### src/rtl/transient_pulse_detector.sv
// Transient pulse detector: arms on a 10% crossing, qualifies at 90%,
// measures rise time, width and peak, then enforces a quiet holdoff.
module transient_pulse_detector #(
    parameter int DW = 12,
    parameter int CW = 16
) (
    input  logic          clk,
    input  logic          rst,
    input  logic          s_valid,
    input  logic [DW-1:0] s_data,
    input  logic [DW-1:0] baseline,
    input  logic [DW-1:0] thr_lo,
    input  logic [DW-1:0] thr_hi,
    input  logic [CW-1:0] holdoff,
    output logic          r_valid,
    input  logic          r_ready,
    output logic [CW-1:0] r_rise,
    output logic [CW-1:0] r_width,
    output logic [DW:0]   r_peak,
    output logic [CW-1:0] pulse_cnt,
    output logic [CW-1:0] runt_cnt,
    output logic          overflow
);

    typedef enum logic [1:0] {
        S_IDLE,
        S_ARMED,
        S_HIGH,
        S_HOLD
    } state_t;

    state_t        state;
    state_t        state_nx;
    logic [DW:0]   amp;
    logic [DW-1:0] amp_mag;
    logic          amp_neg;
    logic          gt_lo;
    logic          ge_hi;
    logic [CW-1:0] rise;
    logic [CW-1:0] width;
    logic [DW:0]   peak;
    logic [CW-1:0] quiet;
    logic [CW:0]   quiet_inc;
    logic          quiet_done;
    logic          rise_max;
    logic [CW-1:0] rise_inc;
    logic [CW-1:0] width_inc;
    logic          enter_high;
    logic          pulse_end;
    logic          runt;
    logic          load_rep;

    // Sign-extended difference cannot overflow in DW+1 bits.
    assign amp     = {s_data[DW-1], s_data} - {baseline[DW-1], baseline};
    assign amp_neg = amp[DW];
    assign amp_mag = amp[DW-1:0];
    assign gt_lo   = !amp_neg && (amp_mag > thr_lo);
    assign ge_hi   = !amp_neg && (amp_mag >= thr_hi);

    assign rise_max  = &rise;
    assign rise_inc  = rise_max ? rise : rise + CW'(1);
    assign width_inc = (&width) ? width : width + CW'(1);
    assign quiet_inc = {1'b0, quiet} + (CW+1)'(1);
    assign quiet_done = (holdoff == '0) ||
                        (!gt_lo && (quiet_inc >= {1'b0, holdoff}));

    // State register.
    always_ff @(posedge clk) begin
        if (rst) state <= S_IDLE;
        else     state <= state_nx;
    end

    // Next-state decode; only accepted samples move the machine.
    always_comb begin
        state_nx = state;
        if (s_valid) begin
            case (state)
                S_IDLE: begin
                    if (ge_hi)      state_nx = S_HIGH;
                    else if (gt_lo) state_nx = S_ARMED;
                end
                S_ARMED: begin
                    if (ge_hi)                    state_nx = S_HIGH;
                    else if (!gt_lo || rise_max)  state_nx = S_IDLE;
                end
                S_HIGH: begin
                    if (!gt_lo) state_nx = S_HOLD;
                end
                S_HOLD: begin
                    if (quiet_done) state_nx = S_IDLE;
                end
                default: state_nx = S_IDLE;
            endcase
        end
    end

    // Transition events that drive the datapath and report channel.
    always_comb begin
        enter_high = s_valid && (state_nx == S_HIGH) && (state != S_HIGH);
        pulse_end  = s_valid && (state == S_HIGH) && !gt_lo;
        runt       = s_valid && (state == S_ARMED) && (state_nx == S_IDLE);
        load_rep   = pulse_end && (!r_valid || r_ready);
    end

    // Measurement counters, statistics and the report register.
    always_ff @(posedge clk) begin
        if (rst) begin
            rise      <= '0;
            width     <= '0;
            peak      <= '0;
            quiet     <= '0;
            r_valid   <= 1'b0;
            r_rise    <= '0;
            r_width   <= '0;
            r_peak    <= '0;
            pulse_cnt <= '0;
            runt_cnt  <= '0;
            overflow  <= 1'b0;
        end else begin
            if (r_valid && r_ready) r_valid <= 1'b0;
            if (s_valid) begin
                case (state)
                    S_IDLE: begin
                        if (ge_hi)      rise <= '0;
                        else if (gt_lo) rise <= CW'(1);
                    end
                    S_ARMED: begin
                        if (ge_hi || (gt_lo && !rise_max)) rise <= rise_inc;
                    end
                    S_HIGH: begin
                        if (!gt_lo) quiet <= '0;
                    end
                    S_HOLD: begin
                        quiet <= gt_lo ? '0 : quiet_inc[CW-1:0];
                    end
                    default: ;
                endcase
                if (enter_high) begin
                    width <= CW'(1);
                    peak  <= amp;
                end else if ((state == S_HIGH) && gt_lo) begin
                    width <= width_inc;
                    if (amp > peak) peak <= amp;
                end
                if (pulse_end) begin
                    pulse_cnt <= pulse_cnt + CW'(1);
                    if (!load_rep) overflow <= 1'b1;
                end
                if (load_rep) begin
                    r_valid <= 1'b1;
                    r_rise  <= rise;
                    r_width <= width;
                    r_peak  <= peak;
                end
                if (runt && !(&runt_cnt)) runt_cnt <= runt_cnt + CW'(1);
            end
        end
    end

endmodule

### config.mk
export PLATFORM = sky130hd
export DESIGN_NAME = transient_pulse_detector
export DESIGN_NICKNAME = d
export VERILOG_FILES = /design/src/rtl/transient_pulse_detector.sv
export SDC_FILE = /design/constraint.sdc
export NUM_CORES = 1
export LEC_CHECK = 0
export CAP_MARGIN = 0
export CORE_AREA = 5 5 99 194
export DETAILED_ROUTE_END_ITERATION = 8
export DIE_AREA = 0 0 104 199
export HOLD_SLACK_MARGIN = 0.06
export PLACE_DENSITY = 0.77
export SLEW_MARGIN = 20
export SYNTH_ARGS = -nofsm -noshare
export SYNTH_HDL_FRONTEND = slang
export SYNTH_SLANG_ARGS = --single-unit
### constraint.sdc
create_clock -name clk -period 4.9 [get_ports clk]
set_clock_uncertainty 0.1 [all_clocks]
set_input_delay 0.98 -clock clk [delete_from_list [all_inputs] [get_ports clk]]
set_output_delay 0.98 -clock clk [all_outputs]
set_load 0.02 [all_outputs]
; After elaboration in Yosys (flattened, before gate mapping)
; Index checks and enable logic that the tools add are counted.
[word_totals]
reg_bits = 142
latchBits = 0
ramBits = 0
romBits = 0
output_inout_bits = 79
n_memories = 0
[classes]
addsub = 6
multipliers = 0
n_div = 0
magnitude_cmp = 4
eq_ne = 10
shift = 0
n_mux = 25
n_bitwise = 1
reduce_logical = 41
[op_table]
columns = operator, count
row1 = two-way mux 16 bit, 9
row2 = adder 16 x 1 -> 16 bit (second input constant), 4
row3 = case mux 16 bit (2 select lines), 2
row4 = AND reduction 16 bit, 3
row5 = two-way mux 13 bit, 3
row6 = adder 16 x 1 -> 17 bit (second input constant), 1
row7 = >= comparator 17 x 16 -> 1 bit, 1
row8 = logical NOT 16 bit, 1
row9 = logical AND 1 bit, 14
row10 = two-way mux 2 bit, 7
row11 = greater-than comparator 13 bit, 1
row12 = subtractor 12 x 12 -> 13 bit, 1
row13 = >= comparator 12 bit, 1
row14 = greater-than comparator 12 bit, 1
row15 = AND reduction 3 bit, 4
row16 = != test 2 bit (second input constant), 4
row17 = case mux 2 bit (4 select lines), 1
row18 = nonzero test 2 bit, 4
row19 = equality test 2 bit (second input constant), 3
row20 = AND reduction 2 bit, 3
row21 = logical NOT 1 bit, 5
row22 = AND reduction 5 bit, 1
row23 = logical NOT 2 bit, 2
row24 = logical OR 1 bit, 4
row25 = 5 further kinds, 7

; Depth between registers and ports, before layout
[depth]
word_depth = 14
mapped_depth = 19
depth_no_buf = 17

; Worst setup path after synthesis
; No wires, ideal clock.
[synth_path]
kind = input to register
from = input port baseline[4]
to = register runt_cnt[5]
setup_time_ns = 0.121
t_arrival_ns = 4.895
t_required_ns = 4.679
path_slack_ns = -0.215
stages = 18
path_buffers = 1
path_cell_list = inv_1 > ha_1 > or2_2 > a21oi_1 > a31oi_1 > a211oi_1 > o21bai_1 > a21o_1 > xnor2_1 > ha_1 > nand4_1 > a211oi_1 > o41a_1 > a311o_1 > a21bo_2 > buf_2 > nor4_1 > mux2_2
[synth_between]
elab_chain_len = 13
word_cells_on_any_way = 22
classes_between = add/sub: 1 / order compare: 2 / mux: 8 / reduce/logical: 11
[synth_rtl]
columns = item, line_no
row1 = from (decl), 11  ; input logic [DW-1:0] baseline,
row2 = subtractor 12 x 12 -> 13 bit *, 54  ; assign amp = {s_data[DW-1], s_data} - {baseline[DW-1], baseline};
row3 = via amp[11], 34  ; logic [DW:0] amp;
row4 = greater-than comparator 12 bit, 57  ; assign gt_lo = !amp_neg && (amp_mag > thr_lo);
row5 = logical AND 1 bit, 57
row6 = logical NOT 1 bit, --
row7 = logical OR 1 bit / logical AND 1 bit (equally long branches), "84, 65"
row8 = two-way mux 2 bit / logical OR 1 bit (equally long branches), "84, 64"
row9 = two-way mux 2 bit (on tied branches), "83, 90"
row10 = case mux 2 bit (4 select lines) *, 77  ; case (state)
row11 = two-way mux 2 bit *, 76  ; if (s_valid) begin
row12 = logical NOT 2 bit *, 101  ; runt = s_valid && (state == S_ARMED) && (state_nx == S_IDLE);
row13 = logical AND 1 bit *, 101
row14 = logical AND 1 bit *, 155  ; if (runt && !(&runt_cnt)) runt_cnt <= runt_cnt + CW'(1);
row15 = AND reduction 2 bit (no source line) *, --
row16 = to (signal assigned), 155
row17 = to (decl), 21  ; output logic [CW-1:0] runt_cnt,
; The timed path passes the listed nets; every way through them passes the cells marked *.
; A chain may end at the register's enable or synchronous reset.

; Worst setup path after layout
[layout_path]
from = input port baseline[1]
to = register width[15]
[layout_between]
elab_chain_len = 14
word_cells_on_any_way = 26
classes_between = add/sub: 1 / order compare: 2 / eq/ne: 2 / mux: 9 / reduce/logical: 12
[layout_rtl]
columns = item, line_no
row1 = subtractor 12 x 12 -> 13 bit *, 54
row2 = via amp[11], 34
row3 = greater-than comparator 12 bit, 57
row4 = logical AND 1 bit, 57
row5 = logical NOT 1 bit, --
row6 = logical OR 1 bit / logical AND 1 bit (equally long branches), "84, 65"
row7 = two-way mux 2 bit / logical OR 1 bit (equally long branches), "84, 64"
row8 = two-way mux 2 bit (on tied branches), "83, 90"
row9 = case mux 2 bit (4 select lines), 77
row10 = two-way mux 2 bit, 76
row11 = equality test 2 bit, 99  ; enter_high = s_valid && (state_nx == S_HIGH) && (state != S_HIGH);
row12 = logical AND 1 bit (2 in a row), 99
row13 = != test 2 bit (no source line) / nonzero test 2 bit (equally long branches), --
row14 = AND reduction 3 bit (no source line), --
row15 = to (signal assigned), 142  ; width <= width_inc;
row16 = to (decl), 40  ; logic [CW-1:0] width;
; Marks and branches as above.

==> metrics.txt <==
run status complete, but fails checks; violated checks setup timing; synthesized instance count 998; reg2reg path depth 17; Reg2Reg Launch Point quiet[0]$_SDFFE_PP0P_; utilization after layout 70.0%; Tcrit/Tclk final 103%; worst setup path start baseline[1]; total gr overflow 0; Vias per Instance between 5 and 6; asr flop ratio synth 0%; final setup vio count 23; crit path launch type input pin; Hold Path Stages 2; final std cells w/o fill 1453; syn_nets 1137; crit path time final 5030 ps; post-DP HPWL about 17000 um; DIE HEIGHT 199 um; count of cell types in the netlist 63; number of port buffers 146; cell internal pwr 2340 uW; Clk Latency, worst-skew pair 430 ps; global-route wire length before repair roughly 40000 um; Slew Limit Headroom 42.6%; combinational fraction of design power 29.1%; Final Wtd Congestion 0.860; sw power 1130 uW; switching part of the total approximately a third; Reg power frac 34.3%; fin nets 1366; DRC violations left 0; Initial Utilization between 40% and 50%; RSZ-0062 raised after global routing yes; Post-Place Setup Slack -825 ps; final slew viol count 0; PwrDens 282 nW/um^2; Worst Path Required between 5000 and 6000 ps; Layout area overhead 46.4%; Initial DRC Count 399; R2R Setup Slk 420 ps; hold buffer count at CTS 0; Worst Hold Class flip-flop to flip-flop; fmax 0.199 GHz; Hold Crit Start overflow$_SDFFE_PP0P_; vias 8561; core area around 18000 um^2; Max H-tree Level 4; CTS tree built; Root Driver clkbuf_16; critical path class input pin to flip-flop; Die Area 20700 um^2; I/O pins 147; EDFF count, synth 0; ant diodes 0; row cnt 69; Main synth FF type dfxtp_1; GRT Total Usage between 20% and 30%; synthesized flop and latch total 142; post-placement cell count between 1000 and 1500; Wirelength per Cell ~18 um; ANT nets after route 0; antenna violations before repair 0; Horiz. Die Dim 104 um; share of layout cells above drive strength 1 21.4%; largest net degree at the start of global routing 77; clock power share a little over a third; Crit path arrival time around 5300 ps; peak supply drop 0.226 mV; CTS Sinks between 100 and 150; clk slew on worst S/H paths 70 ps; sequential fraction of the synthesis area 33.8%; CTS Buf Count 17; Total Routed Length 25900 um; final hold slack 372 ps; P_leak 0.00487 uW; synthesized area 8420 um^2; Worst Slack Setup Final -133 ps; Setup crit end kind flip-flop; Worst Max-Slew Pin Slew about 860 ps; Fin. Hold Viols 0; setup TNS -1560 ps; Max Cap Violations 0; DR pass1 iterations 5; syn_area_per_cell 8.44 um^2; CTS Buffer Depth 2; vias in the first global route between 8000 and 9000; CP max FO 6; Yosys Warn Count 0
[power by group through the flow]
stage	Clock, uW	Sequential [uW]	Combinational [uW]
6_report	1270	1190	1010
5_1_grt	1340	1190	1090
4_1_cts	1290	1190	918
3_5_place_dp	0	1220	749
3_3_place_gp	0	1220	724
2_1_floorplan	0	1210	431
[flip-flops by register name, summed over array words and instances (netlist names)]
register / cells
quiet: 16
r_peak: 13
state: 2
r_rise: 16
runt_cnt: 16
overflow: 1
pulse_cnt: 16
width: 16
rise: 16
r_valid: 1
peak: 13
r_width: 16
[synthesized netlist by cell type, types with 6 or more instances]
master,instances,share of area [%]
mux2_2,6,0.80
a31o_2,7,0.73
nor2b_1,14,1.0
nand3_1,36,2.1
or4_1,19,1.7
or3_1,10,0.74
nor2_1,125,5.6
a21o_1,16,1.4
nor3_1,22,1.3
buf_2,10,0.59
a211oi_1,7,0.62
nand4_1,31,2.3
a311oi_1,6,0.62
nand3b_1,9,0.80
dfxtp_1,142,34
mux2i_1,50,5.9
xor2_1,22,2.3
nor4_1,15,1.1
nand2b_1,6,0.45
clkbuf_1,27,1.2
ha_1,70,10
a21oi_1,63,3.7
o31ai_1,20,1.8
xnor2_1,29,3.0
and3_1,20,1.5
o21a_1,8,0.71
nand2_1,43,1.9
o21ai_0,22,1.3
inv_1,76,3.4
o211ai_1,8,0.71
[metal layers]
layer / track usage, % / wire [um] / vias up
met1: 25.4 / 10000 / 4103
li1: - / - / 4058
met2: 42.0 / 13800 / 330
met5: 0 / 0 / -
met4: 10.8 / 882 / 0
met3: 4.22 / 1230 / 70
[what timing repair did]
| action | in CTS | in global routing |
|---|---|---|
| buffers inserted | 9 | 11 |
| setup endpoints to repair | 132 | 131 |
| gates cloned | 11 | 3 |
| resized for setup | 56 | 118 |
| pin swaps | 19 | 51 |
[metrics by stage]
step                power, uW  cell area [um^2]
finish                   3470             12300
CTS                      3400             11800
detailed placement       1970             10600
floorplan                1640              8470
global placement         1940             10600
global route             3620             12300
[critical path, cell delays in order]
cell and delay (ps):
buf_8 100, inv_4 50, ha_4 190, nor2b_4 120, o211ai_1 190, buf_4 170, a31oi_4 100, a211oi_4 260
o21bai_1 120, a21o_1 210, xnor2_2 140, ha_1 300, nand4_1 200, a211oi_2 380, buf_4 200, o41ai_4 100
a2111oi_4 290, o21ai_4 210, buf_12 200, buf_16 120, or4_4 510, a21oi_2 140
[final timing paths]
kind | end
max | width[15]$_SDFFE_PP0P_
min reg2reg | overflow$_SDFFE_PP0P_
max reg2reg | width[10]$_SDFFE_PP0P_
min | overflow$_SDFFE_PP0P_
[cell families after synthesis]
group / after synthesis / share of synthesized area [%]
compound gates: 196 / 16.1
flops: 142 / 33.8
buf+inv: 122 / 5.99
simple gates: 360 / 21.4
xor+xnor: 51 / 5.31
mux: 56 / 6.75
fa+ha+maj: 71 / 10.6
[cell type report]
class / instances / area (um^2)
Multi-Input combinational cell: 737 / 5830
Fill cell: 1336 / 5290
Sequential cell: 142 / 2840
Timing Repair Buffer: 252 / 2520
Clock buffer: 17 / 425
Inverter: 77 / 292
Tap cell: 213 / 267
Clock inverter: 15 / 151
[placed cells by master (no fill, tap or decap), drive strengths merged, types with 7 or more instances in the layout]
cell           synthesis  final
dfxtp                142    142
clkdlybuf4s50          0    129
nor2                 125    125
buf                   18    106
inv                   77     85
ha                    70     70
a21oi                 64     64
mux2i                 50     50
nand2                 43     43
nand3                 36     36
nand4                 31     31
xnor2                 29     29
o21ai                 24     24
clkbuf                27     24
xor2                  22     22
nor3                  22     22
and3                  21     21
o31ai                 21     21
or4                   19     19
a21o                  16     16
nor4                  15     15
nor2b                 14     14
or3                   10     10
nand3b                 9      9
dlymetal6s2s           0      9
o211ai                 8      8
o21a                   8      8
a31o                   7      7
a211oi                 7      7
Note: power is estimated with default switching activity, not from simulation.
